==> src/rtl/mips_pipeline_memwb_queue_if.sv <==
// MEM/WB queue bus: MEM-side push, WB-side drain, EX forwarding query and flush.
interface mips_pipeline_memwb_queue_if #(
  parameter int unsigned DATA_W = 32,
  parameter int unsigned REG_W  = 5,
  parameter int unsigned DEPTH  = 2
);
  logic                       flush;
  logic                       inValid;
  logic                       inReady;
  logic                       inRegWrite;
  logic                       inMemToReg;
  logic [REG_W-1:0]           inRegDst;
  logic [DATA_W-1:0]          inAluOut;
  logic [DATA_W-1:0]          inMemOut;
  logic [1:0]                 inLoadSize;
  logic                       inLoadSigned;
  logic                       outValid;
  logic                       outReady;
  logic                       outRegWrite;
  logic [REG_W-1:0]           outRegDst;
  logic [DATA_W-1:0]          outData;
  logic [REG_W-1:0]           fwdReg;
  logic                       fwdHit;
  logic [DATA_W-1:0]          fwdData;
  logic [$clog2(DEPTH):0]     count;

  // Pipeline control side: drives MEM entries, WB consume, forwarding query.
  modport master (
    output flush, inValid, inRegWrite, inMemToReg, inRegDst, inAluOut, inMemOut,
           inLoadSize, inLoadSigned, outReady, fwdReg,
    input  inReady, outValid, outRegWrite, outRegDst, outData, fwdHit, fwdData, count
  );

  // The queue itself.
  modport slave (
    input  flush, inValid, inRegWrite, inMemToReg, inRegDst, inAluOut, inMemOut,
           inLoadSize, inLoadSigned, outReady, fwdReg,
    output inReady, outValid, outRegWrite, outRegDst, outData, fwdHit, fwdData, count
  );
endinterface

==> src/rtl/mips_pipeline_memwb_queue.sv <==
// MEM/WB pipeline stage as a DEPTH-entry elastic queue with load alignment on
// capture, head-entry drain to the register file and youngest-first forwarding.
module mips_pipeline_memwb_queue #(
  parameter int unsigned DATA_W     = 32,
  parameter int unsigned REG_W      = 5,
  parameter int unsigned DEPTH      = 2,
  parameter int unsigned BIG_ENDIAN = 1
) (
  input  logic                              clock,
  input  logic                              reset,
  mips_pipeline_memwb_queue_if.slave        bus
);

  localparam int unsigned PTR_W = $clog2(DEPTH);
  localparam int unsigned CNT_W = PTR_W + 1;

  logic [PTR_W-1:0]  head;
  logic [PTR_W-1:0]  tail;
  logic [CNT_W-1:0]  cnt;
  logic [DEPTH-1:0]  ent_valid;
  logic [DEPTH-1:0]  ent_wr;
  logic [REG_W-1:0]  ent_dst  [DEPTH];
  logic [DATA_W-1:0] ent_data [DEPTH];

  logic              in_ready;
  logic              not_empty;
  logic              push;
  logic              pop;
  logic              cap_wr;
  logic [DATA_W-1:0] cap_data;

  // Selects and extends the loaded byte/half from the aligned memory word.
  function automatic logic [DATA_W-1:0] load_data(
    input logic              mem_to_reg,
    input logic [1:0]        size,
    input logic              sgn,
    input logic [DATA_W-1:0] alu,
    input logic [DATA_W-1:0] mem
  );
    logic [DATA_W-1:0] shifted;
    logic [7:0]        b;
    logic [15:0]       h;
    int unsigned       bsel;
    int unsigned       hsel;
    int unsigned       shamt;
    bsel    = {30'b0, alu[1:0]};
    hsel    = {31'b0, alu[1]};
    shamt   = 0;
    shifted = '0;
    b       = '0;
    h       = '0;
    load_data = alu;
    if (mem_to_reg) begin
      case (size)
        2'd0: begin
          shamt     = (BIG_ENDIAN != 0) ? (DATA_W - 8 - 8 * bsel) : (8 * bsel);
          shifted   = mem >> shamt;
          b         = shifted[7:0];
          load_data = {{(DATA_W-8){sgn & b[7]}}, b};
        end
        2'd1: begin
          shamt     = (BIG_ENDIAN != 0) ? (DATA_W - 16 - 16 * hsel) : (16 * hsel);
          shifted   = mem >> shamt;
          h         = shifted[15:0];
          load_data = {{(DATA_W-16){sgn & h[15]}}, h};
        end
        default: load_data = mem;
      endcase
    end
  endfunction

  // Handshake qualification; inReady looks only at registered occupancy.
  always_comb begin
    in_ready  = (cnt != CNT_W'(DEPTH));
    not_empty = (cnt != '0);
    push      = bus.inValid & in_ready & ~bus.flush;
    pop       = not_empty & bus.outReady & ~bus.flush;
    cap_wr    = bus.inRegWrite & (bus.inRegDst != '0);
    cap_data  = load_data(bus.inMemToReg, bus.inLoadSize, bus.inLoadSigned,
                          bus.inAluOut, bus.inMemOut);
  end

  // Queue storage, pointers and occupancy; flush clears before push/pop.
  always_ff @(posedge clock or posedge reset) begin
    if (reset) begin
      head      <= '0;
      tail      <= '0;
      cnt       <= '0;
      ent_valid <= '0;
      ent_wr    <= '0;
      for (int unsigned k = 0; k < DEPTH; k++) begin
        ent_dst[k]  <= '0;
        ent_data[k] <= '0;
      end
    end else if (bus.flush) begin
      head      <= '0;
      tail      <= '0;
      cnt       <= '0;
      ent_valid <= '0;
    end else begin
      // head == tail only when empty or full, so push and pop never share a slot.
      if (push) begin
        ent_valid[tail] <= 1'b1;
        ent_wr[tail]    <= cap_wr;
        ent_dst[tail]   <= bus.inRegDst;
        ent_data[tail]  <= cap_data;
        tail            <= tail + 1'b1;
      end
      if (pop) begin
        ent_valid[head] <= 1'b0;
        head            <= head + 1'b1;
      end
      case ({push, pop})
        2'b10:   cnt <= cnt + 1'b1;
        2'b01:   cnt <= cnt - 1'b1;
        default: cnt <= cnt;
      endcase
    end
  end

  // Head entry to the WB port, zeroed when empty.
  always_comb begin
    bus.inReady     = in_ready;
    bus.outValid    = not_empty;
    bus.count       = cnt;
    bus.outRegWrite = not_empty ? ent_wr[head]   : 1'b0;
    bus.outRegDst   = not_empty ? ent_dst[head]  : '0;
    bus.outData     = not_empty ? ent_data[head] : '0;
  end

  // Forwarding: walk oldest to youngest so the youngest match is the last written.
  always_comb begin
    logic [PTR_W-1:0] idx;
    idx         = '0;
    bus.fwdHit  = 1'b0;
    bus.fwdData = '0;
    for (int unsigned k = 0; k < DEPTH; k++) begin
      idx = head + PTR_W'(k);
      if (ent_valid[idx] && ent_wr[idx] && (ent_dst[idx] == bus.fwdReg) &&
          (bus.fwdReg != '0)) begin
        bus.fwdHit  = 1'b1;
        bus.fwdData = ent_data[idx];
      end
    end
  end

endmodule

==> src/flat_wrapper.sv <==
// flat-port wrapper written by rule: the top's interface ports become plain ports
module mips_pipeline_memwb_queue_flat 
#(
  parameter int unsigned DATA_W     = 32,
  parameter int unsigned REG_W      = 5,
  parameter int unsigned DEPTH      = 2,
  parameter int unsigned BIG_ENDIAN = 1
)
  (clock, reset, bus_flush, bus_inValid, bus_inRegWrite, bus_inMemToReg, bus_inRegDst, bus_inAluOut, bus_inMemOut, bus_inLoadSize, bus_inLoadSigned, bus_outReady, bus_fwdReg, bus_inReady, bus_outValid, bus_outRegWrite, bus_outRegDst, bus_outData, bus_fwdHit, bus_fwdData, bus_count);
  mips_pipeline_memwb_queue_if #(.DATA_W(DATA_W), .REG_W(REG_W), .DEPTH(DEPTH)) bus_i ();
  input  logic clock;
  input  logic reset;
  input wire logic [$bits(bus_i.flush)-1:0] bus_flush;
  input wire logic [$bits(bus_i.inValid)-1:0] bus_inValid;
  input wire logic [$bits(bus_i.inRegWrite)-1:0] bus_inRegWrite;
  input wire logic [$bits(bus_i.inMemToReg)-1:0] bus_inMemToReg;
  input wire logic [$bits(bus_i.inRegDst)-1:0] bus_inRegDst;
  input wire logic [$bits(bus_i.inAluOut)-1:0] bus_inAluOut;
  input wire logic [$bits(bus_i.inMemOut)-1:0] bus_inMemOut;
  input wire logic [$bits(bus_i.inLoadSize)-1:0] bus_inLoadSize;
  input wire logic [$bits(bus_i.inLoadSigned)-1:0] bus_inLoadSigned;
  input wire logic [$bits(bus_i.outReady)-1:0] bus_outReady;
  input wire logic [$bits(bus_i.fwdReg)-1:0] bus_fwdReg;
  output wire logic [$bits(bus_i.inReady)-1:0] bus_inReady;
  output wire logic [$bits(bus_i.outValid)-1:0] bus_outValid;
  output wire logic [$bits(bus_i.outRegWrite)-1:0] bus_outRegWrite;
  output wire logic [$bits(bus_i.outRegDst)-1:0] bus_outRegDst;
  output wire logic [$bits(bus_i.outData)-1:0] bus_outData;
  output wire logic [$bits(bus_i.fwdHit)-1:0] bus_fwdHit;
  output wire logic [$bits(bus_i.fwdData)-1:0] bus_fwdData;
  output wire logic [$bits(bus_i.count)-1:0] bus_count;
  assign bus_i.flush = bus_flush;
  assign bus_i.inValid = bus_inValid;
  assign bus_i.inRegWrite = bus_inRegWrite;
  assign bus_i.inMemToReg = bus_inMemToReg;
  assign bus_i.inRegDst = bus_inRegDst;
  assign bus_i.inAluOut = bus_inAluOut;
  assign bus_i.inMemOut = bus_inMemOut;
  assign bus_i.inLoadSize = bus_inLoadSize;
  assign bus_i.inLoadSigned = bus_inLoadSigned;
  assign bus_i.outReady = bus_outReady;
  assign bus_i.fwdReg = bus_fwdReg;
  assign bus_inReady = bus_i.inReady;
  assign bus_outValid = bus_i.outValid;
  assign bus_outRegWrite = bus_i.outRegWrite;
  assign bus_outRegDst = bus_i.outRegDst;
  assign bus_outData = bus_i.outData;
  assign bus_fwdHit = bus_i.fwdHit;
  assign bus_fwdData = bus_i.fwdData;
  assign bus_count = bus_i.count;
  mips_pipeline_memwb_queue #(.DATA_W(DATA_W), .REG_W(REG_W), .DEPTH(DEPTH), .BIG_ENDIAN(BIG_ENDIAN)) u_core (.clock(clock), .reset(reset), .bus(bus_i));
endmodule
==> config.mk <==
export PLATFORM = sky130hd
export DESIGN_NAME = mips_pipeline_memwb_queue_flat
export DESIGN_NICKNAME = d
export VERILOG_FILES = /design/src/rtl/mips_pipeline_memwb_queue_if.sv /design/src/rtl/mips_pipeline_memwb_queue.sv /design/src/flat_wrapper.sv
export SDC_FILE = /design/constraint.sdc
export NUM_CORES = 1
export LEC_CHECK = 0
export CAP_MARGIN = 15
export CORE_ASPECT_RATIO = 0.9
export CORE_MARGIN = 4
export CORE_UTILIZATION = 48
export CTS_BUF_LIST = sky130_fd_sc_hd__clkbuf_4 sky130_fd_sc_hd__clkbuf_8
export DETAILED_ROUTE_END_ITERATION = 10
export PLACE_DENSITY_LB_ADDON = 0.2
export RECOVER_POWER = 100
export SLEW_MARGIN = 20
export SYNTH_ARGS = -nofsm -noshare
export SYNTH_HDL_FRONTEND = slang
export SYNTH_SLANG_ARGS = --single-unit
==> constraint.sdc <==
create_clock -name clock -period 3.3 [get_ports clock]
set_input_delay 0.66 -clock clock [delete_from_list [all_inputs] [get_ports clock]]
set_output_delay 0.66 -clock clock [all_outputs]
set_load 0.1 [all_outputs]
After elaboration in Yosys (flattened, before gate mapping). Index checks and enable logic that the tools add are counted.

Register bits after elaboration: 82. Bits of input ports: 84. Word-level logic and storage cells: 113.

Add/sub/neg operators: 6. Magnitude comparators: 9. Eq/ne operators: 6. Shift operators: 2. Mux-type cells: 50. Bitwise gates (word level): 14. Reduce and logical (&&, ||, !) cells: 17.

Operators by type and width (number): $mux W32 (11); $bwmux W64 (1); $pmux W32 S2 (1); $mux W5 (8); $demux W32 S1 (1); $shr A32 B32 Y16 (1); $shr A32 B32 Y8 (1); $mux W1 (17); $sub A5 B5 Y6 const A (2); $bwmux W10 (1); $eq A5 B5 Y1 (2); $mux W2 (5); $reduce_bool A5 Y1 (2); $logic_and A1 B1 Y1 (9); $and A1 B1 Y1 (7); $ge A2 B2 Y1 const B (3); $lt A1 B2 Y1 const B (3); $not A1 Y2 (3); $reduce_bool A2 Y1 (3); $demux W5 S1 (1); $eq A2 B1 Y1 const B (2); $pmux W2 S2 (1); $reduce_bool A3 Y1 (1); $add A1 B1 Y1 const B (2); other kinds (14) (16).

Longest topological paths before layout. Gate-level depths: netlist (run 1).

Depth in word-level cells: 10. Gate-level depth with buffers: 9. Mapped depth without buffers: 5.

Least setup slack after synthesis (run 1). Ideal clock, no wire load.

Kind: input to output. From: input port bus_fwdReg[1]. To: output port bus_fwdData[22]. Arrival time: 3.204 ns. Data required time: 2.640 ns. Path slack: -0.564 ns. Stages: 6. Path buffers: 1. Path through: or4_1 -> a2bb2oi_1 -> nand4_1 -> nor2_1 -> clkbuf_1 -> o211ai_1.

Cells in the longest elaborated chain, start to end: 5. Elaborated cells between the ends (all ways): 9. Classes of those cells: 2 x eq/ne; 2 x mux; 5 x reduce/logical.

RTL lines: from (decl) (RTL line flat_wrapper.sv:23) `input wire logic [$bits(bus_i.fwdReg)-1:0] bus_fwdReg;`; $eq A5 B5 Y1 (RTL line mips_pipeline_memwb_queue.sv:139) `if (ent_valid[idx] && ent_wr[idx] && (ent_dst[idx] == bus.fwdReg) &&`; $logic_and A1 B1 Y1 (2 in a row) (RTL line mips_pipeline_memwb_queue.sv:139); $mux W32 (RTL line mips_pipeline_memwb_queue.sv:139); $mux W32 * (RTL line mips_pipeline_memwb_queue.sv:139); to (decl) (RTL line flat_wrapper.sv:30) `output wire logic [$bits(bus_i.fwdData)-1:0] bus_fwdData;`.

Every way passes the cells marked *; elsewhere a longest branch is shown, timed or not.

Final worst setup path (run 1).
From: register u_core.head. To: output port bus_fwdData[21].

Cells in the longest elaborated chain, start to end: 9. Elaborated cells between the ends (all ways): 33. Classes of those cells: 1 x add/sub; 2 x eq/ne; 22 x mux; 2 x bitwise; 6 x reduce/logical.

RTL lines: from (decl) (RTL line mips_pipeline_memwb_queue.sv:17) `logic [PTR_W-1:0] head;`; from (signal assigned) (RTL line mips_pipeline_memwb_queue.sv:111) `head <= head + 1'b1;`; $add A1 B1 Y1 or $not A1 Y2 (tied branches) (RTL line mips_pipeline_memwb_queue.sv:138, mips_pipeline_memwb_queue.sv:139, mips_pipeline_memwb_queue.sv:142); $not A1 Y2 (implied by the code) or $mux W5 (tied branches) (RTL line mips_pipeline_memwb_queue.sv:139, mips_pipeline_memwb_queue.sv:142); $mux W5 (implied by the code) (2 in a row) (RTL line mips_pipeline_memwb_queue.sv:139); $mux W5 (implied by the code) or $eq A5 B5 Y1 (tied branches) (RTL line mips_pipeline_memwb_queue.sv:139); $eq A5 B5 Y1 or $logic_and A1 B1 Y1 (tied branches) (RTL line mips_pipeline_memwb_queue.sv:139); $logic_and A1 B1 Y1 (RTL line mips_pipeline_memwb_queue.sv:139); $logic_and A1 B1 Y1 or $mux W32 (tied branches) (RTL line mips_pipeline_memwb_queue.sv:139); $mux W32 * (RTL line mips_pipeline_memwb_queue.sv:139).

Every way passes the cells marked *; elsewhere a longest branch is shown, timed or not. The select of a mux whose other input is x is not followed.

==> summary.txt, run 1 <==
Floorplanning
  – Die Footprint: around 15000 µm²
  – Die H: around 120 µm
  – Core footprint: 12310 µm²
  – Row count: 38
  – Die W: between 100 and 150 µm
  – Initial core utilization: 0.5005
  – Top-Level Pins: between 150 and 200

Job
  – Max-Cap Viols: 1

Min path
  – Hold EP: u_core.ent_data[36]$_DFFE_PP0P_
  – Hold Crit Class: flip-flop to flip-flop
  – Hold path cells: 2
  – Hold Startpoint: u_core.ent_data[36]$_DFFE_PP0P_

Placement
  – DPL Wire Length: ~16000 µm
  – Placed Cells incl. Taps: approximately 1000
  – GPL Wtd Cong: between 0.9 and 1
  – I/O Buffers: 158
  – Cell Area, Placed: ~8600 µm²

Power
  – Flop pwr share: 0.377
  – VDD IR max: between 0.2 and 0.25 mV
  – Power per cell area: about 450 nW/µm²
  – Net Sw Frac: 0.4442
  – Combinational share of power: 0.432
  – Int Pwr: about 2200 µW
  – Leak Pwr: around 0.0035 µW
  – P_sw: around 1800 µW
  – Clock power frac: 0.192

Cells and area
  – ANT cells: 0
  – Multi-input gate area: between 3000 and 4000 µm²
  – FILL cells: between 800 and 900
  – Non-filler cells, final: 1085
  – Final nets: between 1000 and 1500
  – Area growth syn-to-layout: 45.01%
  – Fin util: 0.7258
  – Ratio of cells with drive above 1 in the final layout: 0.2454
  – Cell area after layout: ~8900 µm²
  – Sequential cell area: between 2000 and 2500 µm²

Logic synthesis
  – Sequential area share after synthesis: 0.3329
  – Top-count cell post-synth: nand2_1
  – Flops & latches, synth: 82
  – Synthesis warning total: 0
  – Ys async rst share: 1.000
  – Synth top area cells: dfrtp_1, nand2_1, a211o_1
  – Post-synth top area share: 0.3329
  – Synth top cells by count: nand2_1, dfrtp_1, clkbuf_1, nor2_1, a21oi_1
  – Syn nets: 848
  – Cell variety after synth: 52
  – Main synth FF type: dfrtp_1
  – Post-synth EDFFs: 0
  – Synth Instances: about 760
  – Mapped cell area: ~6200 µm²
  – Mean area per synthesized cell: ~8.1 µm²
  – Synth area leader: dfrtp_1

CTS
  – CTS buffer count: 9
  – CTS HTree Levels: 3
  – CTS tree: done
  – Root buf cell: clkbuf_8
  – Worst-path clk slew: between 0.1 and 0.15 ns
  – # clock sinks: between 80 and 90
  – Hold-fix buffers, CTS: 0
  – Clock latency at the later pin of the worst-skew pair: 0.37 ns
  – Clock buffer depth: 2

Worst setup path
  – R2R depth: 5
  – Startpoint types: flip-flop
  – Crit path max fanout: 31
  – WP data required: about 2.6 ns
  – Arrival time worst endpoint: 2.84 ns
  – CP endpoint kind: primary output
  – Critical R2R Capture: u_core.ent_data[44]$_DFFE_PP0P_
  – R2r setup slk: roughly 0.58 ns
  – R2r startpoint: u_core.bus.count[0]$_DFFE_PP0P_
  – Critical path class: flip-flop to primary output

GRT
  – Largest net degree at the start of global routing: between 150 and 200
  – GRT overflow: 0
  – Antenna violations before repair: 0
  – First-pass GRT wire length: around 37000 µm
  – Gr usage total: 0.3139
  – Vias in the first global route: roughly 7000

Route
  – Iteration-0 DRC Markers: around 650
  – Vias after detailed routing: 6993
  – Total Wirelength: 23240 µm
  – Post-DRT Antenna Nets: 0
  – Post-DR vias/cell: approximately 6.4
  – WL/cell: approximately 21 µm
  – DRC: 0
  – First drt pass iteration count: 5

STA
  – RSZ-0062 raised after global routing: yes
  – Slew headroom: -0.2633
  – Min Tclk post-route: approximately 3.5 ns
  – Final hold vios: 0
  – Final worst slack: -0.2002 ns
  – Max Slew Vio Count: 43
  – Final Skew: around 0.019 ns
  – Final setup fails: 34
  – Setup TNS: -4.740 ns
  – Fmax achieved: 0.2857 GHz
  – Period utilization: 1.061
  – Pin slew with the least headroom to its limit: 1.885 ns

Run status
  – Status: finished, violations left
  – Failing checks: capacitance limit, slew limit, setup timing
## registers in the layout (all words and copies together), names as in the netlist
| signal | flops |
|---|---|
| u_core.ent_data | 64 |
| u_core.ent_dst | 10 |
| u_core.bus.count | 2 |
| u_core.ent_valid | 2 |
| u_core.ent_wr | 2 |
| u_core.head | 1 |
| u_core.tail | 1 |
## metal layers
| layer | GRT usage | share of wire | vias to the layer above |
|---|---|---|---|
| li1 | - | - | 3141 |
| met1 | 0.4234 | 0.42 | 3385 |
| met2 | 0.5030 | 0.46 | 414 |
| met3 | 0.07558 | 0.091 | 53 |
| met4 | 0.09864 | 0.024 | 0 |
| met5 | 0 | 0 | - |
## what timing repair did
action	4_1_cts	5_1_grt
gates resized for setup	24	14
endpoints found under the setup margin	33	33
pin swaps	33	10
setup buffers	15	4
cloned	2	1
## final cells by class
cell class                      count  area share
Multi-Input combinational cell    596      0.4382
Timing Repair Buffer              227      0.2842
Sequential cell                    82      0.2300
Tap cell                          160     0.02240
Clock buffer                       11     0.01624
Clock inverter                      5    0.007140
Inverter                            4    0.001820
## placed cells by master (no fill, tap or decap), types with 7 or more instances in the layout
cell type        synthesis  layout
a211o_1                 33      33
nor2b_1                 33      33
o2111ai_1               32      32
clkdlybuf4s50_1          0      74
o211ai_1                32      32
xor2_1                   8       8
o31ai_1                 12      12
nand2b_1                36      36
o21ai_1                 20      15
clkbuf_4                 0      19
a221oi_2                10       7
o21ai_0                 35      40
a21oi_1                 45      45
nand4_1                 33      33
nor2_1                  49      12
buf_12                   0      41
buf_4                    4      58
nand2_1                119     118
mux2_2                  14      11
mux2i_1                 19      13
buf_6                    2       8
clkbuf_8                 0      10
dfrtp_1                 82      81
nor2_2                   0      35
## cells by family (layout without fill, tap and decap cells)
logic type             Yosys count  in the layout  share of synthesized area
flip-flops                      82             82                     0.3329
XOR/XNOR                        12             12                    0.01705
multiplexers                    34             34                    0.06009
buffers and inverters           87            247                    0.05989
AO/OA/AOI/OAI                  255            255                     0.2982
AND/OR/NAND/NOR                294            295                     0.2318
## worst max path at each step
stage                            start               to
6_report       u_core.head$_DFFE_PP0P_  bus_fwdData[21]
5_1_grt        u_core.head$_DFFE_PP0P_  bus_fwdData[29]
2_1_floorplan            bus_fwdReg[1]  bus_fwdData[22]
3_3_place_gp             bus_fwdReg[3]  bus_fwdData[12]
4_1_cts        u_core.head$_DFFE_PP0P_  bus_fwdData[15]
3_5_place_dp             bus_fwdReg[3]  bus_fwdData[10]
## power by group through the flow
stage / Clock [µW] / Sequential [µW] / Combinational, µW
after global placement: 0 / 1490 / 1660
after CTS: 786 / 1500 / 1760
after detailed placement: 0 / 1520 / 1720
final: 775 / 1520 / 1750
after global routing: 831 / 1560 / 1870
after floorplan: 0 / 1440 / 1180
## critical path, cell delays in order, from the launching register on
cell	delay [ns]
dfrtp_4	0.52
buf_12	0.16
mux2i_4	0.19
xnor2_2	0.14
nor4_2	0.32
buf_4	0.23
buf_12	0.19
nand4_1	0.12
o211ai_1	0.34
buf_12	0.22
## metrics by stage
step                      power [µW]  setup slack (ns)  hold WS (ns)
final                           4044           -0.2002        0.5114
after global routing            4258           -0.2685        0.5370
after CTS                       4044           -0.1471        0.5099
after detailed placement        3236           -0.3389        0.4895
after global placement          3150           -0.3102        0.4784
after floorplan                 2625           -0.4748        0.4598
(Power assumes the default switching activity.)
==> run 2, diff against run 1 <==
--- a/config.mk
+++ b/config.mk
@@ -13,6 +13,7 @@
 export DETAILED_ROUTE_END_ITERATION = 10
 export PLACE_DENSITY_LB_ADDON = 0.2
 export RECOVER_POWER = 100
+export REMOVE_ABC_BUFFERS = 1
 export SLEW_MARGIN = 20
 export SYNTH_ARGS = -nofsm -noshare
 export SYNTH_HDL_FRONTEND = slang
==> run 2 against run 1 <==
The flow still finishes with violations (capacitance limit, slew limit, setup timing). Clock skew shrank 0.0015 ns. Power grew 9.3%. Non-clock buffer count grew 4. Flip-flop and latch count is the same. Highest routed layer unchanged. Final cell count grew 0.28%. Critical path type unchanged. Sequential power is essentially flat. Cell area grew 5.0%. Hold slack lost 0.0036 ns. Largest power group unchanged. Maximum frequency grew 0.26%. Sequential share of layout area shrank 1.1 points.
==> summary.txt, run 2 (synthesis results as in run 1) <==
Run status
  – Status: finished, violations left
  – Failing checks: capacitance limit, slew limit, setup timing

CTS
  – CTS buffer count: 9 (unchanged)
  – Root buf cell: clkbuf_8
  – CTS tree: done
  – Clock latency at the later pin of the worst-skew pair: 0.38 ns (about the same)
  – # clock sinks: 82 (unchanged)
  – Worst-path clk slew: 0.09 ns (-0.02 ns)
  – CTS HTree Levels: 3 (unchanged)
  – Clock buffer depth: 2 (unchanged)

STA
  – Setup TNS: -5.317 ns (-0.5775 ns)
  – Slew headroom: -0.1810 (+0.08236)
  – Pin slew with the least headroom to its limit: 1.762 ns (-0.1229 ns)
  – Final setup fails: 33 (-2.9%)
  – Final worst slack: -0.1912 ns (+0.009082 ns)
  – RSZ-0062 raised after global routing: yes
  – Min Tclk post-route: 3.491 ns (-0.009082 ns)
  – Final hold vios: 0 (unchanged)
  – Max Slew Vio Count: 40 (-7.0%)
  – Final Skew: 0.01711 ns (-0.001546 ns)
  – Period utilization: 1.058 (-0.002752)
  – Fmax achieved: 0.2864 GHz (+0.26%)

Floorplanning
  – Die W: 127.4 µm (unchanged)
  – Row count: 38 (unchanged)
  – Die Footprint: 14720 µm² (unchanged)
  – Core footprint: 12310 µm² (unchanged)
  – Initial core utilization: 0.5005 (unchanged)
  – Top-Level Pins: 159 (unchanged)
  – Die H: 115.5 µm (unchanged)

Cells and area
  – Largest register FFs: 64 (unchanged)
  – Largest Register: u_core.ent_data
  – Ratio of cells with drive above 1 in the final layout: 0.2198 (-0.02558)
  – Final nets: 1007 (+0.30%)
  – Commonest non-fill, non-tap cells in the layout: nand2_1, dfrtp_1, clkdlybuf4s50_1
  – Commonest non-fill, non-tap cell in the layout: nand2_1
  – Area growth syn-to-layout: 52.27%
  – Largest registers: u_core.ent_data x64, u_core.ent_dst x10
  – ANT cells: 0 (unchanged)

Worst setup path
  – WP data required: 2.64 ns (about the same)
  – R2r setup slk: 0.53 ns (-0.05 ns)
  – Critical path class: flip-flop to primary output
  – CP endpoint kind: primary output
  – R2R depth: 4 (-1)
  – Arrival time worst endpoint: 2.83 ns (about the same)
  – Crit path max fanout: 10 (-68%)
  – Startpoint types: flip-flop

Job
  – Max-Cap Viols: 1 (unchanged)

Route
  – Post-DRT Antenna Nets: 0 (unchanged)
  – WL/cell: 22.72 µm (+6.1%)
  – DRC: 0 (unchanged)
  – Total Wirelength: 24720 µm (+6.4%)
  – First drt pass iteration count: 6 (+1)
  – Post-DR vias/cell: 6.547 (+1.6%)
  – Iteration-0 DRC Markers: 718 (+9.8%)
  – Vias after detailed routing: 7123 (+1.9%)

Placement
  – Post-Place Setup Slack: -0.2649 ns (+0.07403 ns)
  – GPL Wtd Cong: 0.8862 (-7.6%)
  – I/O Buffers: 158 (unchanged)
  – DPL Wire Length: 14770 µm (-5.2%)

GRT
  – Largest net degree at the start of global routing: 110 (-33%)
  – Antenna violations before repair: 0 (unchanged)
  – Gr usage total: 0.3273 (+0.01347)
  – GRT overflow: 0 (unchanged)
  – First-pass GRT wire length: 37890 µm (+3.7%)
  – Vias in the first global route: 6973 (+2.4%)

Power
  – Power per cell area: 471.2 nW/µm² (+4.1%)
  – Leak Pwr: 0.003653 µW (+5.2%)
  – Pwr Total: 4422 µW (+9.3%)
  – VDD IR max: 0.4061 mV (+64%)

Min path
  – Hold Crit Class: flip-flop to flip-flop
  – Hold path cells: 2 (unchanged)
## run 2: worst max-delay path, stage by stage (launching register included)
cell and delay (ns):
dfrtp_4 0.53, buf_6 0.14, mux2i_4 0.19, xnor2_2 0.16, nor4_4 0.37, buf_6 0.21
buf_12 0.16, nand4_1 0.10, o211ai_1 0.36, buf_12 0.22
## run 2: report_power, final
group / switching (µW) / internal, µW / total (µW)
clock network: 385 / 464 / 849
logic: 1240 / 791 / 2030
registers: 291 / 1260 / 1550
total: 1910 / 2510 / 4420
## run 2: cell type report
type,count,area [µm²]
multi-input cells,595,3940
repair buffers,231,2945
fillers,842,2929
flip-flops and latches,82,2056
well taps,160,200.2
clock buffers,12,152.6
clock inverters,4,75.07
inverters,4,16.27
## run 2: through the flow
step           instances  area (µm²)  utilization  hold WS [ns]
2_1_floorplan        681        5809            -        0.4598
3_3_place_gp        1036        8444       0.6857        0.4819
3_5_place_dp        1036        8444       0.6857        0.4845
4_1_cts             1087        9442       0.7667        0.5043
5_1_grt             1088        9385       0.7621        0.5376
6_report            1088        9385       0.7621        0.5078
## run 2: repair_timing
action	CTS	global route
setup endpoints to repair	33	34
resized for setup	73	15
setup buffers	21	0
endpoints found under the hold margin	0	0
gates cloned	14	1
pin swaps	52	7
hold buffers	0	0
## run 2: final timing paths
path	to	startpoint
max reg2reg	u_core.ent_data[9]$_DFFE_PP0P_	u_core.bus.count[0]$_DFFE_PP0P_
max in group asynchronous	u_core.head$_DFFE_PP0P_	reset
min	u_core.ent_data[51]$_DFFE_PP0P_	u_core.ent_data[51]$_DFFE_PP0P_
min reg2reg	u_core.ent_data[51]$_DFFE_PP0P_	u_core.ent_data[51]$_DFFE_PP0P_
min in group asynchronous	u_core.ent_data[21]$_DFFE_PP0P_	reset
max	bus_fwdData[22]	u_core.head$_DFFE_PP0P_
## run 2: routing by layer
layer	vias up	wire length [µm]	GRT usage	share of wire
li1	3159	-	-	-
met1	3368	9382	0.4056	0.38
met4	0	1158	0.1630	0.047
met2	480	11720	0.5405	0.47
met5	-	0	0	0
met3	116	2464	0.07558	0.10
